[src/rtl/program_load_pkg.sv]
// Shared types and constants for the SPART program loader.
package program_load_pkg;

    typedef enum logic [2:0] {
        ST_IDLE,
        ST_HDR_PC,
        ST_HDR_CNT,
        ST_CHECK,
        ST_DATA,
        ST_SWITCH,
        ST_ERR
    } state_e;

    localparam logic [7:0] SYNC_BYTE_DEF = 8'hA5;
    localparam int         BYTE_IDX_W    = 2;
    localparam logic [BYTE_IDX_W-1:0] LAST_BYTE_IDX = 2'd3;
    localparam logic [BYTE_IDX_W-1:0] BYTE_IDX_ONE  = 2'd1;

endpackage

[src/rtl/program_load_ctrl_byte_packer.sv]
// Assembles four MSB-first bytes into a 32-bit word; word_done_o strobes
// combinationally with the fourth byte so the caller can register it that cycle.
module byte_packer
    import program_load_pkg::*;
(
    input  logic        clk,
    input  logic        rst,
    input  logic        clear_i,
    input  logic        byte_valid_i,
    input  logic [7:0]  byte_i,
    output logic [31:0] word_o,
    output logic        word_done_o
);

    logic [23:0]           shift_q, shift_d;
    logic [BYTE_IDX_W-1:0] idx_q, idx_d;

    always_comb begin
        shift_d = shift_q;
        idx_d   = idx_q;
        if (clear_i) begin
            shift_d = '0;
            idx_d   = '0;
        end else if (byte_valid_i) begin
            shift_d = {shift_q[15:0], byte_i};
            idx_d   = idx_q + BYTE_IDX_ONE;
        end
    end

    always_ff @(posedge clk or posedge rst) begin
        if (rst) begin
            shift_q <= '0;
            idx_q   <= '0;
        end else begin
            shift_q <= shift_d;
            idx_q   <= idx_d;
        end
    end

    // The last three bytes always sit in shift_q, so the word is complete the
    // same cycle its final byte arrives.
    assign word_o      = {shift_q, byte_i};
    assign word_done_o = byte_valid_i && !clear_i && (idx_q == LAST_BYTE_IDX);

endmodule

[src/rtl/program_load_ctrl.sv]
// Loads a program frame from the SPART byte stream into IMEM and restarts the
// core at the frame's entry PC.
//
// state      | meaning
// -----------+-----------------------------------------------------------
// ST_IDLE    | waiting for SYNC; other bytes dropped
// ST_HDR_PC  | collecting 4-byte entry PC
// ST_HDR_CNT | collecting 4-byte word count N
// ST_CHECK   | one cycle: validate PC/N, latch SPART_pc
// ST_DATA    | writing N words to IMEM
// ST_SWITCH  | one cycle: switch_program pulse, release hold
// ST_ERR     | one cycle: flag load_err, keep core held
module program_load_ctrl
    import program_load_pkg::*;
#(
    parameter int         IMEM_AW     = 12,
    parameter int         TIMEOUT_CYC = 65535,
    parameter logic [7:0] SYNC_BYTE   = SYNC_BYTE_DEF
) (
    input  logic               clk,
    input  logic               rst,
    input  logic               rx_valid,
    input  logic [7:0]         rx_data,
    output logic               imem_wen,
    output logic [IMEM_AW-1:0] imem_addr,
    output logic [31:0]        imem_wdata,
    output logic               cpu_hold,
    output logic               switch_program,
    output logic [31:0]        SPART_pc,
    output logic               busy,
    output logic               load_err,
    output logic [15:0]        words_loaded
);

    localparam int               TMR_W      = $clog2(TIMEOUT_CYC + 1);
    localparam logic [TMR_W-1:0] TMR_RELOAD = TMR_W'(TIMEOUT_CYC - 1);
    localparam logic [TMR_W-1:0] TMR_ONE    = TMR_W'(1);
    localparam logic [IMEM_AW:0] IDX_ONE    = (IMEM_AW + 1)'(1);
    localparam logic [32:0]      IMEM_WORDS = 33'd1 << IMEM_AW;

    state_e             state_q, state_d;
    logic [31:0]        pc_q, pc_d;
    logic [31:0]        cnt_q, cnt_d;
    logic [IMEM_AW:0]   word_idx_q, word_idx_d;
    logic [TMR_W-1:0]   tmr_q, tmr_d;
    logic               imem_wen_q, imem_wen_d;
    logic [IMEM_AW-1:0] imem_addr_q, imem_addr_d;
    logic [31:0]        imem_wdata_q, imem_wdata_d;
    logic               hold_q, hold_d;
    logic               switch_q, switch_d;
    logic [31:0]        spart_pc_q, spart_pc_d;
    logic               err_q, err_d;
    logic [15:0]        words_q, words_d;

    logic        sync_hit;
    logic        tmr_run;
    logic        timeout;
    logic        pack_en;
    logic        pack_clear;
    logic [31:0] pack_word;
    logic        word_done;
    logic        range_err;
    logic        last_word;

    assign sync_hit = (state_q == ST_IDLE) && rx_valid && (rx_data == SYNC_BYTE);
    assign tmr_run  = (state_q == ST_HDR_PC) || (state_q == ST_HDR_CNT) || (state_q == ST_DATA);
    assign timeout  = tmr_run && !rx_valid && (tmr_q == '0);
    // CHECK still feeds the packer: at full rate the first data byte lands there.
    assign pack_en    = rx_valid && (tmr_run || (state_q == ST_CHECK));
    assign pack_clear = sync_hit || timeout;

    assign range_err = ((pc_q >> IMEM_AW) != 32'd0) ||
                       (({1'b0, pc_q} + {1'b0, cnt_q}) > IMEM_WORDS);
    // cnt_q fits in IMEM_AW+1 bits whenever DATA is entered.
    assign last_word = ((word_idx_q + IDX_ONE) == cnt_q[IMEM_AW:0]);

    byte_packer u_packer (
        .clk          (clk),
        .rst          (rst),
        .clear_i      (pack_clear),
        .byte_valid_i (pack_en),
        .byte_i       (rx_data),
        .word_o       (pack_word),
        .word_done_o  (word_done)
    );

    always_comb begin
        tmr_d = tmr_q - TMR_ONE;
        if (!tmr_run || rx_valid || (tmr_q == '0)) begin
            tmr_d = TMR_RELOAD;
        end
    end

    always_comb begin
        state_d      = state_q;
        pc_d         = pc_q;
        cnt_d        = cnt_q;
        word_idx_d   = word_idx_q;
        imem_wen_d   = 1'b0;
        imem_addr_d  = imem_addr_q;
        imem_wdata_d = imem_wdata_q;
        hold_d       = hold_q;
        spart_pc_d   = spart_pc_q;
        err_d        = err_q;
        words_d      = words_q;

        unique case (state_q)
            ST_IDLE: begin
                if (sync_hit) begin
                    state_d    = ST_HDR_PC;
                    hold_d     = 1'b1;
                    err_d      = 1'b0;
                    words_d    = '0;
                    word_idx_d = '0;
                end
            end
            ST_HDR_PC: begin
                if (timeout) begin
                    state_d = ST_ERR;
                end else if (word_done) begin
                    pc_d    = pack_word;
                    state_d = ST_HDR_CNT;
                end
            end
            ST_HDR_CNT: begin
                if (timeout) begin
                    state_d = ST_ERR;
                end else if (word_done) begin
                    cnt_d   = pack_word;
                    state_d = ST_CHECK;
                end
            end
            ST_CHECK: begin
                // An empty frame just restarts the core; its PC is not range-checked.
                if (cnt_q == 32'd0) begin
                    spart_pc_d = pc_q;
                    state_d    = ST_SWITCH;
                end else if (range_err) begin
                    state_d = ST_ERR;
                end else begin
                    spart_pc_d = pc_q;
                    state_d    = ST_DATA;
                end
            end
            ST_DATA: begin
                if (timeout) begin
                    state_d = ST_ERR;
                end else if (word_done) begin
                    imem_wen_d   = 1'b1;
                    imem_addr_d  = pc_q[IMEM_AW-1:0] + word_idx_q[IMEM_AW-1:0];
                    imem_wdata_d = pack_word;
                    word_idx_d   = word_idx_q + IDX_ONE;
                    if (words_q != 16'hFFFF) begin
                        words_d = words_q + 16'd1;
                    end
                    if (last_word) begin
                        state_d = ST_SWITCH;
                    end
                end
            end
            ST_SWITCH: begin
                hold_d  = 1'b0;
                state_d = ST_IDLE;
            end
            ST_ERR: begin
                state_d = ST_IDLE;
            end
            default: begin
                state_d = ST_IDLE;
            end
        endcase

        if (state_d == ST_ERR) begin
            err_d = 1'b1;
        end
        switch_d = (state_d == ST_SWITCH);
    end

    always_ff @(posedge clk or posedge rst) begin
        if (rst) begin
            state_q      <= ST_IDLE;
            pc_q         <= '0;
            cnt_q        <= '0;
            word_idx_q   <= '0;
            tmr_q        <= TMR_RELOAD;
            imem_wen_q   <= 1'b0;
            imem_addr_q  <= '0;
            imem_wdata_q <= '0;
            hold_q       <= 1'b0;
            switch_q     <= 1'b0;
            spart_pc_q   <= '0;
            err_q        <= 1'b0;
            words_q      <= '0;
        end else begin
            state_q      <= state_d;
            pc_q         <= pc_d;
            cnt_q        <= cnt_d;
            word_idx_q   <= word_idx_d;
            tmr_q        <= tmr_d;
            imem_wen_q   <= imem_wen_d;
            imem_addr_q  <= imem_addr_d;
            imem_wdata_q <= imem_wdata_d;
            hold_q       <= hold_d;
            switch_q     <= switch_d;
            spart_pc_q   <= spart_pc_d;
            err_q        <= err_d;
            words_q      <= words_d;
        end
    end

    assign imem_wen       = imem_wen_q;
    assign imem_addr      = imem_addr_q;
    assign imem_wdata     = imem_wdata_q;
    assign cpu_hold       = hold_q;
    assign switch_program = switch_q;
    assign SPART_pc       = spart_pc_q;
    assign busy           = (state_q != ST_IDLE);
    assign load_err       = err_q;
    assign words_loaded   = words_q;

endmodule

[config.mk]
export PLATFORM = sky130hd
export DESIGN_NAME = program_load_ctrl
export DESIGN_NICKNAME = d
export VERILOG_FILES = /design/src/rtl/program_load_pkg.sv /design/src/rtl/program_load_ctrl_byte_packer.sv /design/src/rtl/program_load_ctrl.sv
export SDC_FILE = /design/constraint.sdc
export NUM_CORES = 1
export LEC_CHECK = 0
export ABC_CLOCK_PERIOD_IN_PS = 6500
export CORE_MARGIN = 1.5
export CORE_UTILIZATION = 32
export DETAILED_ROUTE_END_ITERATION = 6
export SETUP_SLACK_MARGIN = 0.02
export SLEW_MARGIN = 40
export SYNTH_ARGS = -nofsm -noshare
export SYNTH_HDL_FRONTEND = slang
export SYNTH_SLANG_ARGS = --single-unit
[constraint.sdc]
create_clock -name clk -period 6.5 [get_ports clk]
set_input_delay 0.975 -clock clk [delete_from_list [all_inputs] [get_ports clk]]
set_output_delay 0.975 -clock clk [all_outputs]
set_load 0.1 [all_outputs]
## Word-level counts from Yosys, hierarchy flattened

Cells that the tools add are included.

- Add/sub/neg operators: 6
- Order comparisons: 1
- Equal/unequal tests: 16
- Muxes and demuxes: 35
- Bitwise logic cells: 1
- Reductions and logical operators: 35

Operators with widths:

| kind | count |
|---|---|
| two-way mux 16 bit | 5 |
| two-way mux 32 bit | 2 |
| two-way mux 24 bit | 2 |
| two-way mux 13 bit | 3 |
| adder 32 x 32 -> 33 bit | 1 |
| greater-than comparator 33 x 13 -> 1 bit (second input constant) | 1 |
| zero test 32 bit | 1 |
| one-hot mux 16 bit (2 select lines) | 1 |
| nonzero test 32 bit | 1 |
| one-hot mux 13 bit (2 select lines) | 1 |
| two-way mux 3 bit | 8 |
| adder 16 x 1 -> 16 bit (second input constant) | 1 |
| zero test 16 bit | 1 |
| != test 16 bit (second input constant) | 1 |
| subtractor 16 x 1 -> 16 bit (second input constant) | 1 |
| one-hot mux 3 bit (5 select lines) | 1 |
| adder 13 x 1 -> 13 bit (second input constant) | 1 |
| == test 13 bit | 1 |
| adder 12 bit | 1 |
| == test 3 bit (second input constant) | 4 |
| nonzero test 2 bit | 5 |
| AND reduction 3 bit | 3 |
| == test 8 bit (second input constant) | 1 |
| two-way mux 2 bit | 4 |
| other kinds (17) | 43 |

- Bits in registers: 218
- Input port bits: 11
- Output and inout bits: 97
- Word-level logic and storage cells: 109

## Depth between registers and ports, before layout

Gate-level depths: netlist of the first run.

- Depth in word-level cells: 15
- Depth in mapped cells: 13
- Depth with buffers taken out: 13

## By module

Synthesis of the first run repeated with hierarchy kept, for this count alone.

- Cell total of the unflattened synthesis: 1193
- Area, all modules: 12112.9 sq um

Modules (own cells, without submodules):

| module | times used | cells an instance | area each (sq um) |
|---|---|---|---|
| program_load_ctrl | 1 | 1097 | 10953.0 |
| byte_packer | 1 | 96 | 1159.9 |

## Worst setup path after synthesis of the first run

No wires, ideal clock.

- Path type: register -> register
- Start: reg pc_q[0]
- End: reg spart_pc_q[0], in the netlist SPART_pc[0]
- Library setup time: 0.125 ns
- Data arrival time: 3.439 ns
- Data required time: 6.375 ns
- Path slack: 2.936 ns
- Cell stages (with the launch flop): 14
- Buffers on the path: 1
- Clock period less this slack: 3.564 ns
- Cells stage by stage: dfrtp_1 ha_1 fa_1 a21o_1 a221oi_4 o21bai_2 a21oi_2 a31oi_1 or4_1 a31oi_1 nand3_1 o31a_1 buf_6 mux2_4

- Longest elaborated chain between the ends: 5
- Elaborated cells on any way between the ends: 7
- Those cells by class: add/sub (1); order compare (1); eq/ne (1); mux (2); reduce/logical (2)

Ends and longest elaborated chain:

| what | line | text |
|---|---|---|
| from (decl) | program_load_ctrl.sv:42 | `logic [31:0] pc_q, pc_d;` |
| from (signal assigned) | program_load_ctrl.sv:196 | `pc_q <= pc_d;` |
| adder 32 x 32 -> 33 bit | program_load_ctrl.sv:73 | `(({1'b0, pc_q} + {1'b0, cnt_q}) > IMEM_WORDS);` |
| greater-than comparator 33 x 13 -> 1 bit | program_load_ctrl.sv:73 |  |
| logical OR 1 bit | program_load_ctrl.sv:72 | `assign range_err = ((pc_q >> IMEM_AW) != 32'd0) \|\|` |
| != test 2 x 1 -> 1 bit (no source line) | -- |  |
| AND reduction 2 bit (no source line) | -- |  |
| to (signal assigned) | program_load_ctrl.sv:205 | `spart_pc_q <= spart_pc_d;` |
| to (decl) | program_load_ctrl.sv:51 | `logic [31:0] spart_pc_q, spart_pc_d;` |

Parallel ways exist; a longest one is shown, timed or not. The select of a mux whose other input is x is not followed.
A chain may end at the register's enable or synchronous reset.

## Worst setup path after layout of the first run

- Start: reg cnt_q[4]
- End: reg spart_pc_q[30], in the netlist SPART_pc[30]

- Longest elaborated chain between the ends: 5
- Elaborated cells on any way between the ends: 7
- Those cells by class: add/sub (1); order compare (1); eq/ne (1); mux (1); reduce/logical (3)

Ends and longest elaborated chain:

| what | line | text |
|---|---|---|
| from (decl) | program_load_ctrl.sv:43 | `logic [31:0] cnt_q, cnt_d;` |
| from (signal assigned) | program_load_ctrl.sv:197 | `cnt_q <= cnt_d;` |
| adder 32 x 32 -> 33 bit | program_load_ctrl.sv:73 |  |
| greater-than comparator 33 x 13 -> 1 bit | program_load_ctrl.sv:73 |  |
| logical OR 1 bit | program_load_ctrl.sv:72 |  |
| != test 2 x 1 -> 1 bit (no source line) | -- |  |
| AND reduction 2 bit (no source line) | -- |  |

Parallel ways exist; a longest one is shown, timed or not.

==> impl_metrics.toml, run 1 <==
[clocking]
cts_resized = 0
htree_levels = 1
cts_root_buffer = "clkbuf_16"
cts_tree = "built"
clk_path_buf_depth = 3
hold_buffers = 0
clock_sinks = 218
clkLatencyLatePin_ns = 0.52
postCtsSetupBuffers = 0
cts_buffers = 25
clk_pin_slew_ns = 0.06

[sta]
skew_ns = 0.00804
slew_viol_final = 0
clock.fmax_mhz = 239
whs_ns = 0.474
rsz0062_at_grt = "no"
worstMarginPinSlew_ns = 0.755
final.setup.worst_slack_ns = 2.31
fin_setup_tns_ns = 0
setup_viol = 0
hold_violations = 0
min_period_over_period_pct = 64.5
timing.slew.headroom_pct = 49.3
min_period_ns = 4.19

[synthesis]
seq_area_frac_synth_pct = 46.9
synth.net_count = 1272
ys_async_sr_fraction_pct = 100
yosysWarnings = 0
netlist_top_cells_area = "dfrtp_1 44%, nand2_1 9.1%, ha_1 5.0%"
synthDistinctLibCells = 72
syn_area_per_cell_um2 = 9.63
synth-seq-cells = 218
synth_top_area_share_pct = 43.5
yosys_most_used_dff = "dfrtp_1"
synth_edf_count = 0
synth_area_leader_cell = "dfrtp_1"
syn_inst = 1212
syn_area_um2 = 11700

[floorplan]
ios = 108
start_util_pct = 32.7
rows = 69
die_w_um = 194
die_h_um = 194
dieArea_um2 = 37600
coreArea_um2 = 35700

[cells_and_area]
nets = 1367
drive_gt1_share_pct = 18.6
fillers = 3626
stdcell_count = 1787
area.growth.synth_to_final_pct = 16.9
n_antenna_cell = 0

[pwr]
finalPower_mw = 5.54
p_leak_nw = 6.84
powerDensity_nw_per_um2 = 406
irDropWorstVdd_v = 0.000308

[placed_design]
io_buffers = 107
gp_congestion = 0.878
dp.cells = 1741
dp_slack_ns = 2.34
hpwl_um = 23900

[worst_setup_path]
worstSetupPathType = "flop to flop"
r2r_cells = 11
endpoint_kind = "flop"
rr_endpoint = "SPART_pc[30]"
critPathLaunchType = "flop"
crit_fanout = 32
startpoint = "cnt_q[4]"
rr_startpoint = "cnt_q[4]"
arrival_ns = 4.60
required_ns = 6.90
r2r_setup_slack_ns = 2.31

[routing]
vias = 9390
drc = 5
dr.pass1.iters = 7
vias_per_cell = 5.25
ant_nets = 0
wl_um = 32300
drtIter0Drc = 563
post_drt_wl_per_cell_um = 18.1

[global_route]
grt_pass1_wl_um = 52600
grt_overflow = 0
grt_start_max_net_pins = 95
grt_antenna_before_repair = 0
grt_usage_pct = 17.2
grt_pass1_vias = 9424

[run]
drv_cap = 0

[min_path]
whs_endpoint = "imem_wdata[1]"
min_path_type = "flop to flop"
min-delay-start = "imem_wdata[1]"
whs_path_depth = 2

[outcome]
status = "finished, violations left"
failed_checks = "design-rule violations"
-- cell usage in the layout, fill, tap and decap left out, types with 5 or more instances in the layout --
cell and n:
buf_4 7, nor4_1 19, nand3_1 20, dfrtp_1 203, or3_1 9, a21o_1 13, nand2_1 282, ha_1 47
mux2_2 34, nor2_1 65, a211oi_1 6, nor2b_1 6, o21ai_0 61, a31oi_1 7, clkinv_2 8, mux2_4 30
clkdlybuf4s50_1 10, clkbuf_16 25, inv_1 30, a21oi_1 52, and2_1 6, o22ai_1 5, xor2_1 27, a22o_1 27
nor3_1 20, buf_2 97, mux2i_1 6, nand3b_1 6, and3_1 10, dfstp_2 15, o21ai_1 7, xnor2_1 39
nand2b_1 5, nand4_1 23
-- power breakdown --
part | total [mW] | internal (mW) | switching, mW
clock | 1.43 | 0.853 | 0.576
combinational | 2.13 | 0.651 | 1.48
sequential | 1.98 | 1.62 | 0.361
-- worst max path at each step --
stage,end,slack [ns],cells past startpoint
floorplan,SPART_pc[0],2.70,1
global placement,SPART_pc[30],2.13,11
detailed placement,SPART_pc[30],2.34,11
CTS,SPART_pc[30],2.32,11
global route,SPART_pc[30],2.04,11
finish,SPART_pc[30],2.31,11
-- critical path, stage by stage (launching register included) --
cell,delay [ns]
dfrtp_1,0.48
ha_1,0.38
a21o_1,0.26
a21oi_1,0.24
nor3_1,0.09
a211o_1,0.36
o21ai_1,0.23
mux2i_1,0.10
a2111oi_0,0.59
nand4_1,0.29
o31a_4,0.65
mux2_1,0.39
-- layout make-up --
class | count | area (µm²) | area share (%)
repair buffers | 118 | 741 | 5.43
clock buffers | 31 | 668 | 4.89
multi-input cells | 911 | 5900 | 43.2
inverters | 33 | 129 | 0.944
clock inverters | 15 | 166 | 1.22
flip-flops and latches | 218 | 5470 | 40.1
well taps | 461 | 577 | 4.23
-- flip-flops by register name, summed over array words and instances (netlist names), 2 cells and up --
register / flops
u_packer.idx_q: 2
imem_addr: 12
cnt_q: 32
u_packer.shift_q: 24
state_q: 3
words_loaded: 16
pc_q: 32
word_idx_q: 13
SPART_pc: 32
imem_wdata: 32
tmr_q: 16
-- stage by stage --
stage / util, % / area [µm²]
after floorplan: - / 11700
after global placement: 36.9 / 13200
after detailed placement: 35.8 / 12800
after CTS: 38.2 / 13600
after global routing: 38.2 / 13700
final: 38.2 / 13700
-- cells in the mapped netlist (all sizes together), types with 5 or more instances --
cell type / instances
nor3: 21
o31a: 5
nand4: 23
nor2b: 6
dfstp: 15
a31oi: 7
clkbuf: 42
a22o: 27
and3: 11
o21ai: 68
inv: 31
mux2: 66
a211oi: 6
xnor2: 39
nand2: 282
dfrtp: 203
nand3b: 6
nand2b: 5
ha: 47
nor2: 66
and2: 6
or3: 9
a21o: 13
xor2: 27
nand3: 21
a21oi: 53
nor4: 21
buf: 8
o22ai: 5
mux2i: 6
-- cells by family (layout without fill, tap and decap cells) --
family / count (synthesis) / in the layout / share of synthesized area, %
DFF: 218 / 218 / 46.9
buffers and inverters: 83 / 197 / 2.97
adders and majority gates: 50 / 50 / 5.47
muxes: 72 / 72 / 7.84
and+or+nand+nor: 493 / 493 / 18.9
xor gates and xnor gates: 66 / 66 / 4.95
AOI/OAI and AO/OA: 230 / 230 / 13.0
-- layer usage --
metal | share of wire (%) | global-route usage, %
met1 | 49 | 25.2
met2 | 44 | 26.6
met3 | 4.6 | 2.42
met4 | 2.0 | 4.28
met5 | 0 | 0
No activity file was read; power rests on OpenSTA's default activity.
==> run 2: changes to the inputs <==
--- a/config.mk
+++ b/config.mk
@@ -5,7 +5,7 @@
 export SDC_FILE = /design/constraint.sdc
 export NUM_CORES = 1
 export LEC_CHECK = 0
-export ABC_CLOCK_PERIOD_IN_PS = 6500
+export ABC_CLOCK_PERIOD_IN_PS = 3600
 export CORE_MARGIN = 1.5
 export CORE_UTILIZATION = 32
 export DETAILED_ROUTE_END_ITERATION = 6
==> constraint.sdc (replaced) <==
create_clock -name clk -period 3.6 [get_ports clk]
set_input_delay 0.54 -clock clk [delete_from_list [all_inputs] [get_ports clk]]
set_output_delay 0.54 -clock clk [all_outputs]
set_load 0.1 [all_outputs]
==> run 2 against run 1 <==
  * The run ends with design-rule violations, negative setup slack left
  * Critical endpoint is now SPART_pc[7]
  * Clock power is 100% higher
  * Via count is 4.3% higher
  * Fmax is 15% higher
  * Critical path depth is 2 higher
  * Worst hold slack worse by 0.084 ns
  * Largest power group unchanged
  * Highest routed layer unchanged
==> impl_metrics.toml, run 2 (synthesis results as in run 1) <==
[routing]
vias = 9795
dr.pass1.iters = 6
vias_per_cell = 5.07
post_drt_wl_per_cell_um = 17.7
ant_nets = 0
wl_um = 34200
drc = 5
drtIter0Drc = 580

[sta]
min_period_ns = 3.66
whs_ns = 0.390
skew_ns = 0.0212
min_period_over_period_pct = 102
rsz0062_at_grt = "yes"
setup_viol = 32
timing.slew.headroom_pct = 47.5
worstMarginPinSlew_ns = 0.776
slew_viol_final = 0
final.setup.worst_slack_ns = -0.0551
fin_setup_tns_ns = -1.26
clock.fmax_mhz = 274
hold_violations = 0

[placed_design]
hpwl_um = 25500
gp_congestion = 0.860
io_buffers = 107
dp.cells = 1879

[pwr]
seqPwrFrac_pct = 30.8
clkPwrFrac_pct = 25.8
comb_power_share_pct = 43.4
p_switching_mw = 4.69
irDropWorstVdd_v = 0.000624
powerDensity_nw_per_um2 = 746
p_leak_nw = 7.64
swShare_pct = 42.2
power.internal_mw = 6.42

[min_path]
min_path_type = "primary input to async pin"

[clocking]
cts_buffers = 27
clkLatencyLatePin_ns = 0.55
cts_tree = "built"
htree_levels = 1
clk_pin_slew_ns = 0.06
clock_sinks = 218
clk_path_buf_depth = 3
cts_root_buffer = "clkbuf_16"

[worst_setup_path]
endpoint_kind = "flop"
crit_fanout = 15
critPathLaunchType = "flop"
worstSetupPathType = "flop to flop"
arrival_ns = 4.09
required_ns = 4.04

[global_route]
grt_usage_pct = 18.1
grt_pass1_vias = 9600
grt_antenna_before_repair = 0
grt_start_max_net_pins = 94
grt_pass1_wl_um = 54900
grt_overflow = 0

[cells_and_area]
fillers = 3519
area.growth.synth_to_final_pct = 27.6
drive_gt1_share_pct = 27.3
final_cell_mix = "282 x nand2_1, 203 x dfrtp_1, 146 x buf_4"
n_antenna_cell = 0
layout_commonest_cell = "nand2_1"
nets = 1510
stdcell_count = 1932

[floorplan]
rows = 69
ios = 108
dieArea_um2 = 37600
coreArea_um2 = 35700
die_w_um = 194
start_util_pct = 32.7
die_h_um = 194

[outcome]
status = "finished, violations left"
failed_checks = "design-rule violations, negative setup slack"

[run]
drv_cap = 0
[run 2: cell count changes in the layout (fill, tap and decap cells not counted), sizes merged]
cell      before  now
buf          108  249
inv           33   31
bufinv         3    4
clkinvlp       3    4
clkbuf        31   35
[run 2: power by group through the flow]
| stage | Clock [mW] | Combinational, mW | Sequential [mW] |
|---|---|---|---|
| global placement | 0 | 4.77 | 3.45 |
| finish | 2.87 | 4.82 | 3.42 |
| CTS | 2.94 | 4.76 | 3.42 |
| detailed placement | 0 | 4.67 | 3.45 |
| global route | 3.06 | 5.14 | 3.48 |
| floorplan | 0 | 2.01 | 4.37 |
[run 2: critical path, cell delays in order, from the launching register on]
cell     delay (ns)
dfrtp_1        0.40
ha_1           0.36
a21o_1         0.26
a21oi_2        0.10
or3_1          0.41
buf_4          0.15
a21o_1         0.22
a211o_1        0.33
o211a_1        0.12
a31oi_1        0.13
nand3_1        0.13
o31a_4         0.42
buf_12         0.18
mux2_4         0.30
[run 2: worst paths after layout]
path	start	end	slack (ns)	cells after the start
setup reg to reg	cnt_q[4]	SPART_pc[7]	-0.06	13
hold reg to reg	imem_addr[11]	imem_addr[11]	0.47	2
max in group asynchronous	rst	SPART_pc[28]	2.32	3
hold / removal	rst	imem_addr[0]	0.39	2
min in group clk	imem_addr[11]	imem_addr[11]	0.47	2
setup / recovery	cnt_q[4]	SPART_pc[7]	-0.06	13
[run 2: metrics by stage]
stage	util, %	area (µm²)	total power, mW	setup slack [ns]
detailed placement	38.7	13800	8.12	-0.201
global route	41.7	14900	11.7	-0.248
global placement	40.0	14300	8.22	-0.126
CTS	41.6	14900	11.1	-0.0581
finish	41.7	14900	11.1	-0.0551
floorplan	-	11700	6.37	0.0359
[run 2: repair_timing]
item                       CTS  global route
pin swaps                    4             3
setup buffers                3             0
cloned                       1             0
gates resized for setup     13             5
setup endpoints to repair   34            34
hold buffers                 0             0
[run 2: metal layers]
metal / global-route usage, % / share of wire [%] / vias to the layer above
met5: 0 / 0 / -
li1: - / - / 4760
met4: 4.66 / 2.0 / 0
met1: 27.3 / 50 / 4790
met3: 2.24 / 4.2 / 42
met2: 27.2 / 43 / 203
[run 2: cell type report]
class                      count  area, µm²  area share, %
multi-input combinational    911       5960           40.0
sequential                   218       5470           36.7
timing repair buffer         259       1810           12.1
clock buffer                  35        746           5.01
tap                          461        577           3.87
clock inverter                15        205           1.38
inverter                      33        128          0.857
